## config.mk

```make
export PLATFORM = sky130hd
export DESIGN_NAME = cam_capture
export DESIGN_NICKNAME = d
export VERILOG_FILES = /design/src/rtl/cam_capture.sv
export SDC_FILE = /design/constraint.sdc
export NUM_CORES = 1
export LEC_CHECK = 0
export BUFFER_PORTS_ARGS = -buffer_cell sky130_fd_sc_hd__clkbuf_2
export CAP_MARGIN = 15
export CORE_AREA = 2 2 85 87
export DETAILED_ROUTE_END_ITERATION = 16
export DIE_AREA = 0 0 87 89
export HOLD_SLACK_MARGIN = 0.12
export PLACE_DENSITY = 0.71
export SYNTH_ARGS = -nofsm -noshare
export SYNTH_HDL_FRONTEND = slang
export SYNTH_SLANG_ARGS = --single-unit
```

## constraint.sdc

```tcl
create_clock -name CAM_pclk -period 3.1 [get_ports CAM_pclk]
set_input_delay 0.62 -clock CAM_pclk [delete_from_list [all_inputs] [get_ports CAM_pclk]]
set_output_delay 0.62 -clock CAM_pclk [all_outputs]
set_load 0.03 [all_outputs]
```

## src/rtl/cam_capture.sv

```systemverilog
// -----------------------------------------------------------------------------
// cam_capture
//
// Camera capture front end for the OV7670 path. Assembles the 8-bit camera
// byte stream into 12-bit RGB444 pixels (from RGB444, RGB565 or grayscale Y
// input) and writes them sequentially into the frame-buffer DP RAM. Capture is
// locked to CAM_vsync, bounded to IMG_W pixels per line and IMG_H lines per
// frame, and flags frame completion and malformed lines.
//
// Ports:
//   CAM_pclk        in   1   pixel clock, all logic on the rising edge
//   rst             in   1   synchronous active-high reset
//   CAM_px_data     in   8   camera data byte
//   CAM_vsync       in   1   high = vertical blanking
//   CAM_href        in   1   high = valid byte on CAM_px_data
//   mode            in   2   0 RGB444, 1 RGB565, 2 gray Y, 3 treated as 0
//   DP_RAM_regW     out  1   write strobe, one cycle per committed pixel
//   DP_RAM_addr_in  out  AW  write address (holds while DP_RAM_regW = 0)
//   DP_RAM_data_in  out  DW  write data {R[3:0],G[3:0],B[3:0]}
//   frame_done      out  1   one-cycle pulse at the end of a captured frame
//   line_err        out  1   one-cycle pulse at the end of a malformed line
//   busy            out  1   high while a frame is being captured
// -----------------------------------------------------------------------------
module cam_capture #(
    parameter int AW    = 15,
    parameter int DW    = 12,
    parameter int IMG_W = 160,
    parameter int IMG_H = 120
) (
    input  logic          CAM_pclk,
    input  logic          rst,
    input  logic [7:0]    CAM_px_data,
    input  logic          CAM_vsync,
    input  logic          CAM_href,
    input  logic [1:0]    mode,
    output logic          DP_RAM_regW,
    output logic [AW-1:0] DP_RAM_addr_in,
    output logic [DW-1:0] DP_RAM_data_in,
    output logic          frame_done,
    output logic          line_err,
    output logic          busy
);

    // col must be able to hold IMG_W itself (saturation value); row likewise.
    localparam int CW = $clog2(IMG_W + 1);
    localparam int RW = $clog2(IMG_H + 1);
    localparam logic [CW-1:0] COL_END = CW'(IMG_W);
    localparam logic [RW-1:0] ROW_END = RW'(IMG_H);

    typedef enum logic [1:0] {
        S_SYNC   = 2'd0,
        S_BLANK  = 2'd1,
        S_ACTIVE = 2'd2
    } state_e;

    typedef enum logic [1:0] {
        MODE_RGB444 = 2'd0,
        MODE_RGB565 = 2'd1,
        MODE_GRAY   = 2'd2,
        MODE_RSVD   = 2'd3
    } mode_e;

    state_e          state;
    state_e          state_nxt;
    mode_e           mode_q;
    logic [AW-1:0]   wp;
    logic [CW-1:0]   col;
    logic [RW-1:0]   row;
    logic            col_ovf;   // more than IMG_W pixels completed on this line
    logic            phase;     // first byte of a 2-byte pixel is held in b0
    logic [7:0]      b0;
    logic            href_q;    // href seen high during capture last cycle

    logic            frame_start;
    logic            frame_end;
    logic            byte_en;
    logic            line_end;
    logic            two_byte;
    logic            pix_done;
    logic [DW-1:0]   pix;

    // -------------------------------------------------------------------------
    // FSM: state register
    // -------------------------------------------------------------------------
    // NOTE: sequential state uses non-blocking assignments so every register
    // samples values from before the edge, independent of statement order.
    always_ff @(posedge CAM_pclk) begin
        if (rst) begin
            state <= S_SYNC;
        end else begin
            state <= state_nxt;
        end
    end

    // -------------------------------------------------------------------------
    // FSM: next state. S_SYNC waits for a vsync high so that a frame already
    // in progress at reset is never partially captured.
    // -------------------------------------------------------------------------
    // NOTE: every combinational output gets a default first, so no path
    // through the block leaves a variable unassigned and no latch is inferred.
    always_comb begin
        state_nxt = state;
        case (state)
            S_SYNC:   if (CAM_vsync)  state_nxt = S_BLANK;
            S_BLANK:  if (!CAM_vsync) state_nxt = S_ACTIVE;
            S_ACTIVE: if (CAM_vsync)  state_nxt = S_BLANK;
            default:                  state_nxt = S_SYNC;
        endcase
    end

    // -------------------------------------------------------------------------
    // FSM: outputs and per-cycle decodes. vsync wins over href, so no byte is
    // accepted in the cycle that ends the frame; a line end in that same cycle
    // is still processed so its line_err coincides with frame_done.
    // -------------------------------------------------------------------------
    always_comb begin
        busy        = (state == S_ACTIVE);
        frame_start = (state == S_BLANK) && !CAM_vsync;
        frame_end   = (state == S_ACTIVE) && CAM_vsync;
        byte_en     = (state == S_ACTIVE) && CAM_href && !CAM_vsync;
        line_end    = (state == S_ACTIVE) && href_q && !CAM_href;
    end

    // -------------------------------------------------------------------------
    // Pixel formatting. The current byte is always the last one of the pixel.
    // RGB565 keeps the top 4 bits of each component.
    // -------------------------------------------------------------------------
    assign two_byte = (mode_q != MODE_GRAY);
    assign pix_done = byte_en && (!two_byte || phase);

    always_comb begin
        case (mode_q)
            MODE_RGB565: pix = {b0[7:4], b0[2:0], CAM_px_data[7], CAM_px_data[4:1]};
            MODE_GRAY:   pix = {3{CAM_px_data[7:4]}};
            default:     pix = {b0[3:0], CAM_px_data};
        endcase
    end

    // -------------------------------------------------------------------------
    // Datapath: byte assembly, bounded pixel commit, line/frame bookkeeping.
    // -------------------------------------------------------------------------
    always_ff @(posedge CAM_pclk) begin
        if (rst) begin
            mode_q         <= MODE_RGB444;
            wp             <= '0;
            col            <= '0;
            row            <= '0;
            col_ovf        <= 1'b0;
            phase          <= 1'b0;
            b0             <= '0;
            href_q         <= 1'b0;
            DP_RAM_regW    <= 1'b0;
            DP_RAM_addr_in <= '0;
            DP_RAM_data_in <= '0;
            frame_done     <= 1'b0;
            line_err       <= 1'b0;
        end else begin
            DP_RAM_regW <= 1'b0;
            line_err    <= 1'b0;
            frame_done  <= frame_end;
            href_q      <= busy && CAM_href;

            if (frame_start) begin
                mode_q  <= mode_e'(mode);
                wp      <= '0;
                col     <= '0;
                row     <= '0;
                col_ovf <= 1'b0;
                phase   <= 1'b0;
            end else if (line_end) begin
                // Any pending half pixel is simply dropped with phase.
                line_err <= (col != COL_END) || col_ovf || phase;
                col      <= '0;
                col_ovf  <= 1'b0;
                phase    <= 1'b0;
                if (row != ROW_END) begin
                    row <= row + RW'(1);
                end
            end else if (byte_en && two_byte && !phase) begin
                b0    <= CAM_px_data;
                phase <= 1'b1;
            end else if (pix_done) begin
                phase <= 1'b0;
                if (col != COL_END) begin
                    col <= col + CW'(1);
                    // Committed pixels are bounded to IMG_W*IMG_H, so wp
                    // cannot wrap within a frame.
                    if (row != ROW_END) begin
                        DP_RAM_regW    <= 1'b1;
                        DP_RAM_addr_in <= wp;
                        DP_RAM_data_in <= pix;
                        wp             <= wp + AW'(1);
                    end
                end else begin
                    col_ovf <= 1'b1;
                end
            end
        end
    end

endmodule
```

==> results.sh, run 1 <==
export IMPL_status="completed"
export IMPL_r2r_slack_ps=550
export IMPL_fin_crit_sh=0.8219
export IMPL_drtIter0Drc=228
export IMPL_vdd_drop_max_mv=0.2659
export IMPL_die_w_um=87
export IMPL_post_cts_buffers=0
export IMPL_synth_top_area_frac=0.4547
export IMPL_gp_congestion=0.8224
export IMPL_fp_row_count=30
export IMPL_cts_tree="yes"
export IMPL_crit_type="reg -> reg"
export IMPL_hold_violations=0
export IMPL_cts_hold_buf=0
export IMPL_nets=459
export IMPL_fillers=624
export IMPL_worstPathRequired_ps=3370
export IMPL_finalSetupViolCount=0
export IMPL_clk_pin_slew_ps=70
export IMPL_clock_sinks=75
export IMPL_boundaryPins=45
export IMPL_crit_buf_inv=1
export IMPL_path_max_fanout=24
export IMPL_arrival_ps=2820
export IMPL_rsz0062_at_grt="false"
export IMPL_max_freq_ghz=0.3925
export IMPL_core_area_um2=6719
export IMPL_area_growth_syn_to_layout_pct=12.73
export IMPL_start_util=0.4914
export IMPL_dp_worst_setup_slack_ps=473.8
export IMPL_endpoint_kind="register"
export IMPL_maxCapViolCount=0
export IMPL_cts_buffer_depth=2
export IMPL_totalWireLength_um=7107
export IMPL_syn_avg_cell_area_um2=8.214
export IMPL_crit_path_max_incr_delay_ps=540
export IMPL_clock_latency_ps=350
export IMPL_via_count=2921
export IMPL_synth_edf_count=0
export IMPL_placement_cell_area_um2=3543
export IMPL_firstDrtPassIters=4
export IMPL_worst_slack_ps=552.1
export IMPL_synth_most_common_cell="nand2_1"
export IMPL_cts_resized=0
export IMPL_leakage_nw=1.308
export IMPL_cts_buffers=9
export IMPL_ys_warn_count=0
export IMPL_syn_inst=402
export IMPL_port_buffers=44
export IMPL_root_buffer="clkbuf_8"
export IMPL_synth_common_cells="nand2_1 (76), dfxtp_1 (75), a21oi_1 (45), nor2_1 (37), nand3_1 (19)"
export IMPL_drv_slew=0
export IMPL_synth_fp_nets=423
export IMPL_grt_pass1_vias=2732
export IMPL_antenna_found_initial=0
export IMPL_layout_drive_gt1_share=0.1719
export IMPL_tightest_slew_ps=637.7
export IMPL_overflow=0
export IMPL_yosysSeqAreaShare=0.4547
export IMPL_slowest_stage="or4_1"
export IMPL_synth_area_top_cells="dfxtp_1 (45%), nand2_1 (8.6%), a21oi_1 (6.8%), nor2_1 (4.2%), xnor2_1 (4.0%)"
export IMPL_ant_nets=0
export IMPL_hold_path_class="reg -> reg"
export IMPL_dp_final_hpwl_um=4983
export IMPL_power_density_nw_per_um2=463.0
export IMPL_start_kind="register"
export IMPL_diodes=0
export IMPL_async_flop_share=0
export IMPL_grt_usage=0.1982
export IMPL_synthesis_area_um2=3302
export IMPL_ys_ff_latch=75
export IMPL_post_drt_wl_per_cell_um=13.61
export IMPL_path_cells="inv_1 -> ha_1 -> and4b_4 -> a211o_1 -> or3_4 -> or4_1 -> a21oi_1"
export IMPL_grt_max_degree=37
export IMPL_ys_types=43
export IMPL_htreeDepth=3
export IMPL_yosysTopAreaCell="dfxtp_1"
export IMPL_post_route_min_period_ps=2548
export IMPL_synth_flop_cell="dfxtp_1"
export IMPL_setup_tns_ps=0
export IMPL_drcViolationCount=0
export IMPL_grt_pass1_wl_um=12100
export IMPL_die_height_um=89
export IMPL_postLayoutCellArea_um2=3722
export IMPL_skew_ps=8.039
export IMPL_dieArea_um2=7743
export IMPL_critPathTopFamily="simple AND/OR/NAND/NOR gates"
export IMPL_vias_per_cell=5.596
export IMPL_timing_slew_headroom=0.5733
metrics by stage:
stage / util / hold WS, ps / instances / power [mW]
final: 0.5540 / 455.0 / 522 / 1.723
after CTS: 0.5540 / 459.3 / 522 / 1.735
after global placement: 0.5274 / 442.6 / 507 / 1.060
after global routing: 0.5540 / 470.6 / 522 / 1.785
after floorplan: - / 436.6 / 402 / 1.038
after detailed placement: 0.5274 / 449.7 / 507 / 1.060
worst reg2reg max path: stages, from the launching register on:
cell	delay, ps
dfxtp_1	360
inv_1	80
ha_1	200
and4b_4	200
a211o_1	420
or3_4	500
or4_1	550
a21oi_1	160
power breakdown:
part           internal, mW  switching (mW)  leakage, nW  total, mW
clock                 0.350           0.336       0.0953      0.685
sequential            0.966         0.00405        0.604      0.970
combinational        0.0210          0.0466        0.608     0.0677
routing by layer:
layer  share of wire  global-route usage  vias up
met3           0.054             0.04986       12
met2            0.47              0.3296       83
met1            0.46              0.2427     1366
li1                -                   -     1460
met4           0.016             0.09091        0
met5               0                   0        -
sequential cells by signal (all words and copies together) (netlist names), 2 cells and up:
signal and flops:
b0 8, mode_q 2, col 8, state 2, row 7, wp 15
DP_RAM_addr_in 15, DP_RAM_data_in 12
kinds of logic (layout without fill, tap and decap cells):
family                   after synthesis  count (layout)  share of synthesized area
AO/OA/AOI/OAI                         77              77                     0.1338
XOR/XNOR                              20              20                    0.05305
adder cells (fa/ha/maj)                7               7                    0.02652
buffers and inverters                 35              75                    0.05267
flip-flops                            75              75                     0.4547
AND/OR/NAND/NOR                      188             188                     0.2793
cell type report:
class	count	area, um^2	share of cell area
multi-input combinational	292	1632	0.4383
sequential	75	1501	0.4034
timing repair buffer	52	280.3	0.07529
clock buffer	13	168.9	0.04538
tap	80	100.1	0.02689
inverter	8	30.03	0.008067
clock inverter	2	10.01	0.002689
final timing paths:
kind	startpoint	end	depth (start not counted)
setup / recovery	row[0]$_SDFFE_PP0P_	wp[14]$_SDFFE_PP0P_	7
setup reg to reg	row[0]$_SDFFE_PP0P_	wp[14]$_SDFFE_PP0P_	7
hold reg to reg	DP_RAM_addr_in[9]$_SDFFE_PP0P_	DP_RAM_addr_in[9]$_SDFFE_PP0P_	2
hold / removal	DP_RAM_addr_in[9]$_SDFFE_PP0P_	DP_RAM_addr_in[9]$_SDFFE_PP0P_	2
cells in the final DEF, fill, tap and decap left out, types with 5 or more instances in the layout:
master	Yosys	final
a22oi_1	8	8
ha_1	7	7
xor2_1	5	5
clkbuf_2	0	44
dfxtp_1	75	75
a21oi_1	45	45
buf_4	1	8
nand2_1	76	76
nor2_1	37	37
nor3_1	9	8
xnor2_1	15	15
inv_1	8	8
nand4_1	9	9
clkbuf_8	0	12
o21ai_0	13	13
nand3_1	19	19
nor4_1	9	9
No activity file was read; power rests on OpenSTA's default activity.
==> run 2, diff against run 1 <==
- clock period: 3.1 -> 2.4 ns (I/O delays scaled with it)
==> results.sh, run 2 (synthesized netlist as in run 1, its figures left out) <==
export IMPL_hold_depth=3
export IMPL_power_frac_seq=0.544
export IMPL_via_count=2935
export IMPL_clk_pin_slew_ps=70
export IMPL_crit_start="row[0]$_SDFFE_PP0P_"
export IMPL_totalWireLength_um=7269
export IMPL_setup_tns_ps=0
export IMPL_grt_pass1_vias=2679
export IMPL_fin_util=0.5685
export IMPL_boundaryPins=45
export IMPL_power_density_nw_per_um2=602.7
export IMPL_grt_max_degree=39
export IMPL_skew_ps=7.835
export IMPL_gp_congestion=0.8600
export IMPL_hold_path_class="in -> reg"
export IMPL_met2_usage=0.3220
export IMPL_crit_type="reg -> reg"
export IMPL_path_cells="inv_1 -> ha_1 -> and4b_4 -> a211o_1 -> or3_4 -> buf_4 -> or3_1 -> a21oi_2"
export IMPL_dp_worst_setup_slack_ps=138.2
export IMPL_cts_hold_buf=0
export IMPL_final_common_cell="nand2_1"
export IMPL_arrival_ps=2560
export IMPL_reg_top3="DP_RAM_addr_in: 15 flops, wp: 15 flops, DP_RAM_data_in: 12 flops"
export IMPL_r2r_start="row[0]$_SDFFE_PP0P_"
export IMPL_root_buffer="clkbuf_8"
export IMPL_fin_crit_sh=0.9519
export IMPL_drcViolationCount=0
export IMPL_antenna_found_initial=0
export IMPL_hold_violations=0
export IMPL_slowest_stage="or3_4"
export IMPL_vdd_drop_max_mv=0.3740
export IMPL_grt_pass1_wl_um=12210
export IMPL_die_w_um=87
export IMPL_port_buffers=44
export IMPL_drtIter0Drc=145
export IMPL_worstPathRequired_ps=2680
export IMPL_crit_path_max_incr_delay_ps=440
export IMPL_r2r_slack_ps=120
export IMPL_overflow=0
export IMPL_path_max_fanout=10
export IMPL_status="completed"
export IMPL_die_height_um=89
export IMPL_clock_latency_ps=350
export IMPL_finalSetupViolCount=0
export IMPL_r2r_end="wp[6]$_SDFFE_PP0P_"
export IMPL_gr_max_usage_layer="met2"
export IMPL_fp_row_count=30
export IMPL_final_cell_mix="nand2_1 (76), dfxtp_1 (73), a21oi_1 (44), clkbuf_2 (44), nor2_1 (37)"
export IMPL_endpoint_kind="register"
export IMPL_switching_share=0.2261
export IMPL_drv_slew=0
export IMPL_cts_buffers=9
export IMPL_tightest_slew_ps=473.5
export IMPL_start_util=0.4914
export IMPL_dieArea_um2=7743
export IMPL_nets=466
export IMPL_hp_start="mode[1]"
export IMPL_post_drt_wl_per_cell_um=13.72
export IMPL_worstRegToRegCells=8
export IMPL_layout_drive_gt1_share=0.1956
export IMPL_p_int_mw=1.782
export IMPL_start_kind="register"
export IMPL_leakage_nw=1.349
export IMPL_fin_total_pwr_mw=2.302
export IMPL_rsz0062_at_grt="false"
export IMPL_clock_sinks=75
export IMPL_timing_slew_headroom=0.6843
export IMPL_worst_slack_ps=115.4
export IMPL_area_growth_syn_to_layout_pct=15.69
export IMPL_firstDrtPassIters=5
export IMPL_post_route_min_period_ps=2285
export IMPL_core_area_um2=6719
export IMPL_htreeDepth=3
export IMPL_p_switching_mw=0.5205
export IMPL_max_freq_ghz=0.4377
export IMPL_met3_usage=0.03878
export IMPL_ant_nets=0
export IMPL_p_clk_frac=0.415
export IMPL_holdPathEnd="mode_q[1]$_SDFFE_PP0P_"
export IMPL_grt_usage=0.2027
export IMPL_dp_final_hpwl_um=5117
export IMPL_diodes=0
export IMPL_cts_buffer_depth=2
export IMPL_vias_per_cell=5.538
export IMPL_use_met1=0.2616
export IMPL_cts_tree="yes"
export IMPL_post_cts_buffers=0
export IMPL_maxCapViolCount=0
export IMPL_combPwrFrac=0.041
[run 2: routing by layer]
metal  vias up  wire (um)
li1       1477          -
met1      1372       3315
met2        74       3484
met3        12        326
met4         0        143
met5         -          0
[run 2: layout make-up]
type                            count  area (um^2)
Multi-Input combinational cell    293         1650
Timing Repair Buffer               58        341.6
Inverter                            8        30.03
Clock inverter                      5        52.55
Clock buffer                       11        141.4
Fill cell                         652         2899
Sequential cell                    75         1504
Tap cell                           80        100.1
[run 2: repair_timing]
item	4_1_cts	5_1_grt
hold endpoints to repair	0	0
resized for setup	0	5
setup endpoints to repair	0	3
[run 2: stage by stage]
stage               std cells  instance area, um^2  hold WS, ps
floorplan                 402                 3302        436.6
global placement          513                 3601        444.9
detailed placement        513                 3601        448.6
CTS                       529                 3795        354.6
global route              530                 3820        372.4
finish                    530                 3820        369.8
[run 2: worst max-delay path by stage]
stage | end | slack [ps]
2_1_floorplan | DP_RAM_data_in[5]$_SDFFE_PP0P_ | 170
5_1_grt | wp[6]$_SDFFE_PP0P_ | 30
3_3_place_gp | wp[2]$_SDFFE_PP0P_ | 180
3_5_place_dp | wp[6]$_SDFFE_PP0P_ | 140
6_report | wp[6]$_SDFFE_PP0P_ | 120
4_1_cts | wp[6]$_SDFFE_PP0P_ | 110
[run 2: critical path, delay by kind of cell (launching register included)]
kind,cells,cell delay (ps)
and+or+nand+nor,3,1000
AOI/OAI and AO/OA,2,440
DFF,1,340
buffers and inverters,2,250
adders and majority gates,1,190
[run 2: power groups by stage]
stage | logic (mW) | clock network, mW | registers, mW
4_1_cts | 0.0925 | 0.984 | 1.25
2_1_floorplan | 0.0620 | 0 | 1.28
3_3_place_gp | 0.0914 | 0 | 1.28
5_1_grt | 0.104 | 1.03 | 1.25
3_5_place_dp | 0.0923 | 0 | 1.28
6_report | 0.0933 | 0.955 | 1.25
==> run 3, diff against run 2 <==
- RECOVER_POWER: unset -> 100
- SLEW_MARGIN: unset -> 40
==> results.sh, run 3 (synthesized netlist as in run 1, its figures left out) <==
export IMPL_overflow=0
export IMPL_maxCapViolCount=1
export IMPL_grt_pass1_vias=2679
export IMPL_firstDrtPassIters=5
export IMPL_cp_depth=8
export IMPL_worstPathRequired_ps=2670
export IMPL_vias_per_cell=5.528
export IMPL_setup_tns_ps=0
export IMPL_post_cts_buffers=0
export IMPL_clock_sinks=75
export IMPL_cts_resized=0
export IMPL_p_int_mw=1.779
export IMPL_cts_tree="yes"
export IMPL_crit_path_max_incr_delay_ps=440
export IMPL_combPwrFrac=0.040
export IMPL_finalSetupViolCount=0
export IMPL_endpoint_kind="register"
export IMPL_totalWireLength_um=7291
export IMPL_power_density_nw_per_um2=613.9
export IMPL_post_drt_wl_per_cell_um=13.76
export IMPL_via_count=2930
export IMPL_die_w_um=87
export IMPL_hp_start="mode[1]"
export IMPL_critPathTopFamily="simple AND/OR/NAND/NOR gates"
export IMPL_vdd_drop_max_mv=0.3739
export IMPL_crit_type="reg -> reg"
export IMPL_nets=466
export IMPL_post_route_min_period_ps=2294
export IMPL_leakage_nw=1.226
export IMPL_skew_ps=8.914
export IMPL_dp_final_hpwl_um=5117
export IMPL_ant_nets=0
export IMPL_reg_top3="DP_RAM_addr_in: 15 flops, wp: 15 flops, DP_RAM_data_in: 12 flops"
export IMPL_hold_path_class="in -> reg"
export IMPL_power_frac_seq=0.544
export IMPL_drcViolationCount=0
export IMPL_boundaryPins=45
export IMPL_fin_crit_sh=0.9557
export IMPL_slowest_stage="or3_4"
export IMPL_p_clk_frac=0.416
export IMPL_layout_drive_gt1_share=0.1111
export IMPL_drv_slew=39
export IMPL_path_cells="inv_1 -> ha_1 -> and4b_4 -> a211o_1 -> or3_4 -> buf_4 -> or3_1 -> a21oi_2"
export IMPL_r2r_start="row[0]$_SDFFE_PP0P_"
export IMPL_clk_pin_slew_ps=70
export IMPL_rsz0062_at_grt="false"
export IMPL_final_cell_mix="nand2_1 (76), dfxtp_1 (73), a21oi_1 (44)"
export IMPL_final_common_cell="nand2_1"
export IMPL_dieArea_um2=7743
export IMPL_gp_congestion=0.8600
export IMPL_status="finished, violations left"
export IMPL_start_util=0.4914
export IMPL_diodes=0
export IMPL_cts_hold_buf=0
export IMPL_worst_slack_ps=106.3
export IMPL_path_max_fanout=10
export IMPL_antenna_found_initial=0
export IMPL_grt_pass1_wl_um=12210
export IMPL_arrival_ps=2570
export IMPL_violations="capacitance limit, slew limit"
export IMPL_start_kind="register"
export IMPL_crit_start="row[0]$_SDFFE_PP0P_"
export IMPL_port_buffers=44
export IMPL_dp_worst_setup_slack_ps=138.2
export IMPL_fillers=678
export IMPL_grt_max_degree=39
export IMPL_htreeDepth=3
export IMPL_area_growth_syn_to_layout_pct=13.53
export IMPL_cts_buffers=9
export IMPL_p_switching_mw=0.5218
export IMPL_grt_usage=0.2027
export IMPL_switching_share=0.2267
export IMPL_clock_latency_ps=350
export IMPL_cts_buffer_depth=2
export IMPL_timing_slew_headroom=-0.1358
export IMPL_max_freq_ghz=0.4360
export IMPL_drtIter0Drc=111
export IMPL_core_area_um2=6719
export IMPL_hold_depth=3
export IMPL_crit_buf_inv=2
export IMPL_tightest_slew_ps=1704
export IMPL_worstRegToRegCells=8
export IMPL_die_height_um=89
export IMPL_hold_violations=0
export IMPL_fp_row_count=30
export IMPL_root_buffer="clkbuf_8"
-- run 3: cell types whose count changed in the layout (fill, tap and decap cells not counted), sizes merged --
cell,delta
buf,-3
clkbuf,+3
-- run 3: worst min-delay path, cell delays in order --
cell and delay [ps]:
clkbuf_2 80, a21oi_1 50, nor2_1 70
-- run 3: worst paths after layout --
path	end	slack, ps
min reg2reg	DP_RAM_data_in[8]$_SDFFE_PP0P_	450
min	mode_q[1]$_SDFFE_PP0P_	370
max reg2reg	wp[6]$_SDFFE_PP0P_	110
max	wp[6]$_SDFFE_PP0P_	110
-- run 3: final cells by class --
class | count | area, um^2 | share of cell area
Sequential cell | 75 | 1504 | 0.4012
Tap cell | 80 | 100.1 | 0.02670
Clock inverter | 5 | 52.55 | 0.01402
Inverter | 8 | 30.03 | 0.008011
Multi-Input combinational cell | 293 | 1630 | 0.4349
Timing Repair Buffer | 58 | 290.3 | 0.07744
Clock buffer | 11 | 141.4 | 0.03772
-- run 3: power groups by stage --
stage | Sequential, mW | Clock [mW] | Combinational (mW)
floorplan | 1.28 | 0 | 0.0620
global placement | 1.28 | 0 | 0.0914
detailed placement | 1.28 | 0 | 0.0923
CTS | 1.25 | 0.984 | 0.0925
global route | 1.25 | 1.03 | 0.101
finish | 1.25 | 0.957 | 0.0913
-- run 3: stage by stage --
step	area, um^2	hold WS, ps	cells	power (mW)	util
after floorplan	3302	436.6	402	1.341	-
after global placement	3601	444.9	513	1.373	0.5359
after detailed placement	3601	448.6	513	1.375	0.5359
after CTS	3795	354.6	529	2.330	0.5648
after global routing	3749	392.2	530	2.386	0.5579
final	3749	372.4	530	2.301	0.5579
-- run 3: per-layer routing --
metal | vias to the layer above | track usage | part of all wire
met3 | 12 | 0.03878 | 0.054
met5 | - | 0 | 0
met2 | 90 | 0.3220 | 0.46
li1 | 1479 | - | -
met1 | 1349 | 0.2616 | 0.46
met4 | 0 | 0.1094 | 0.020
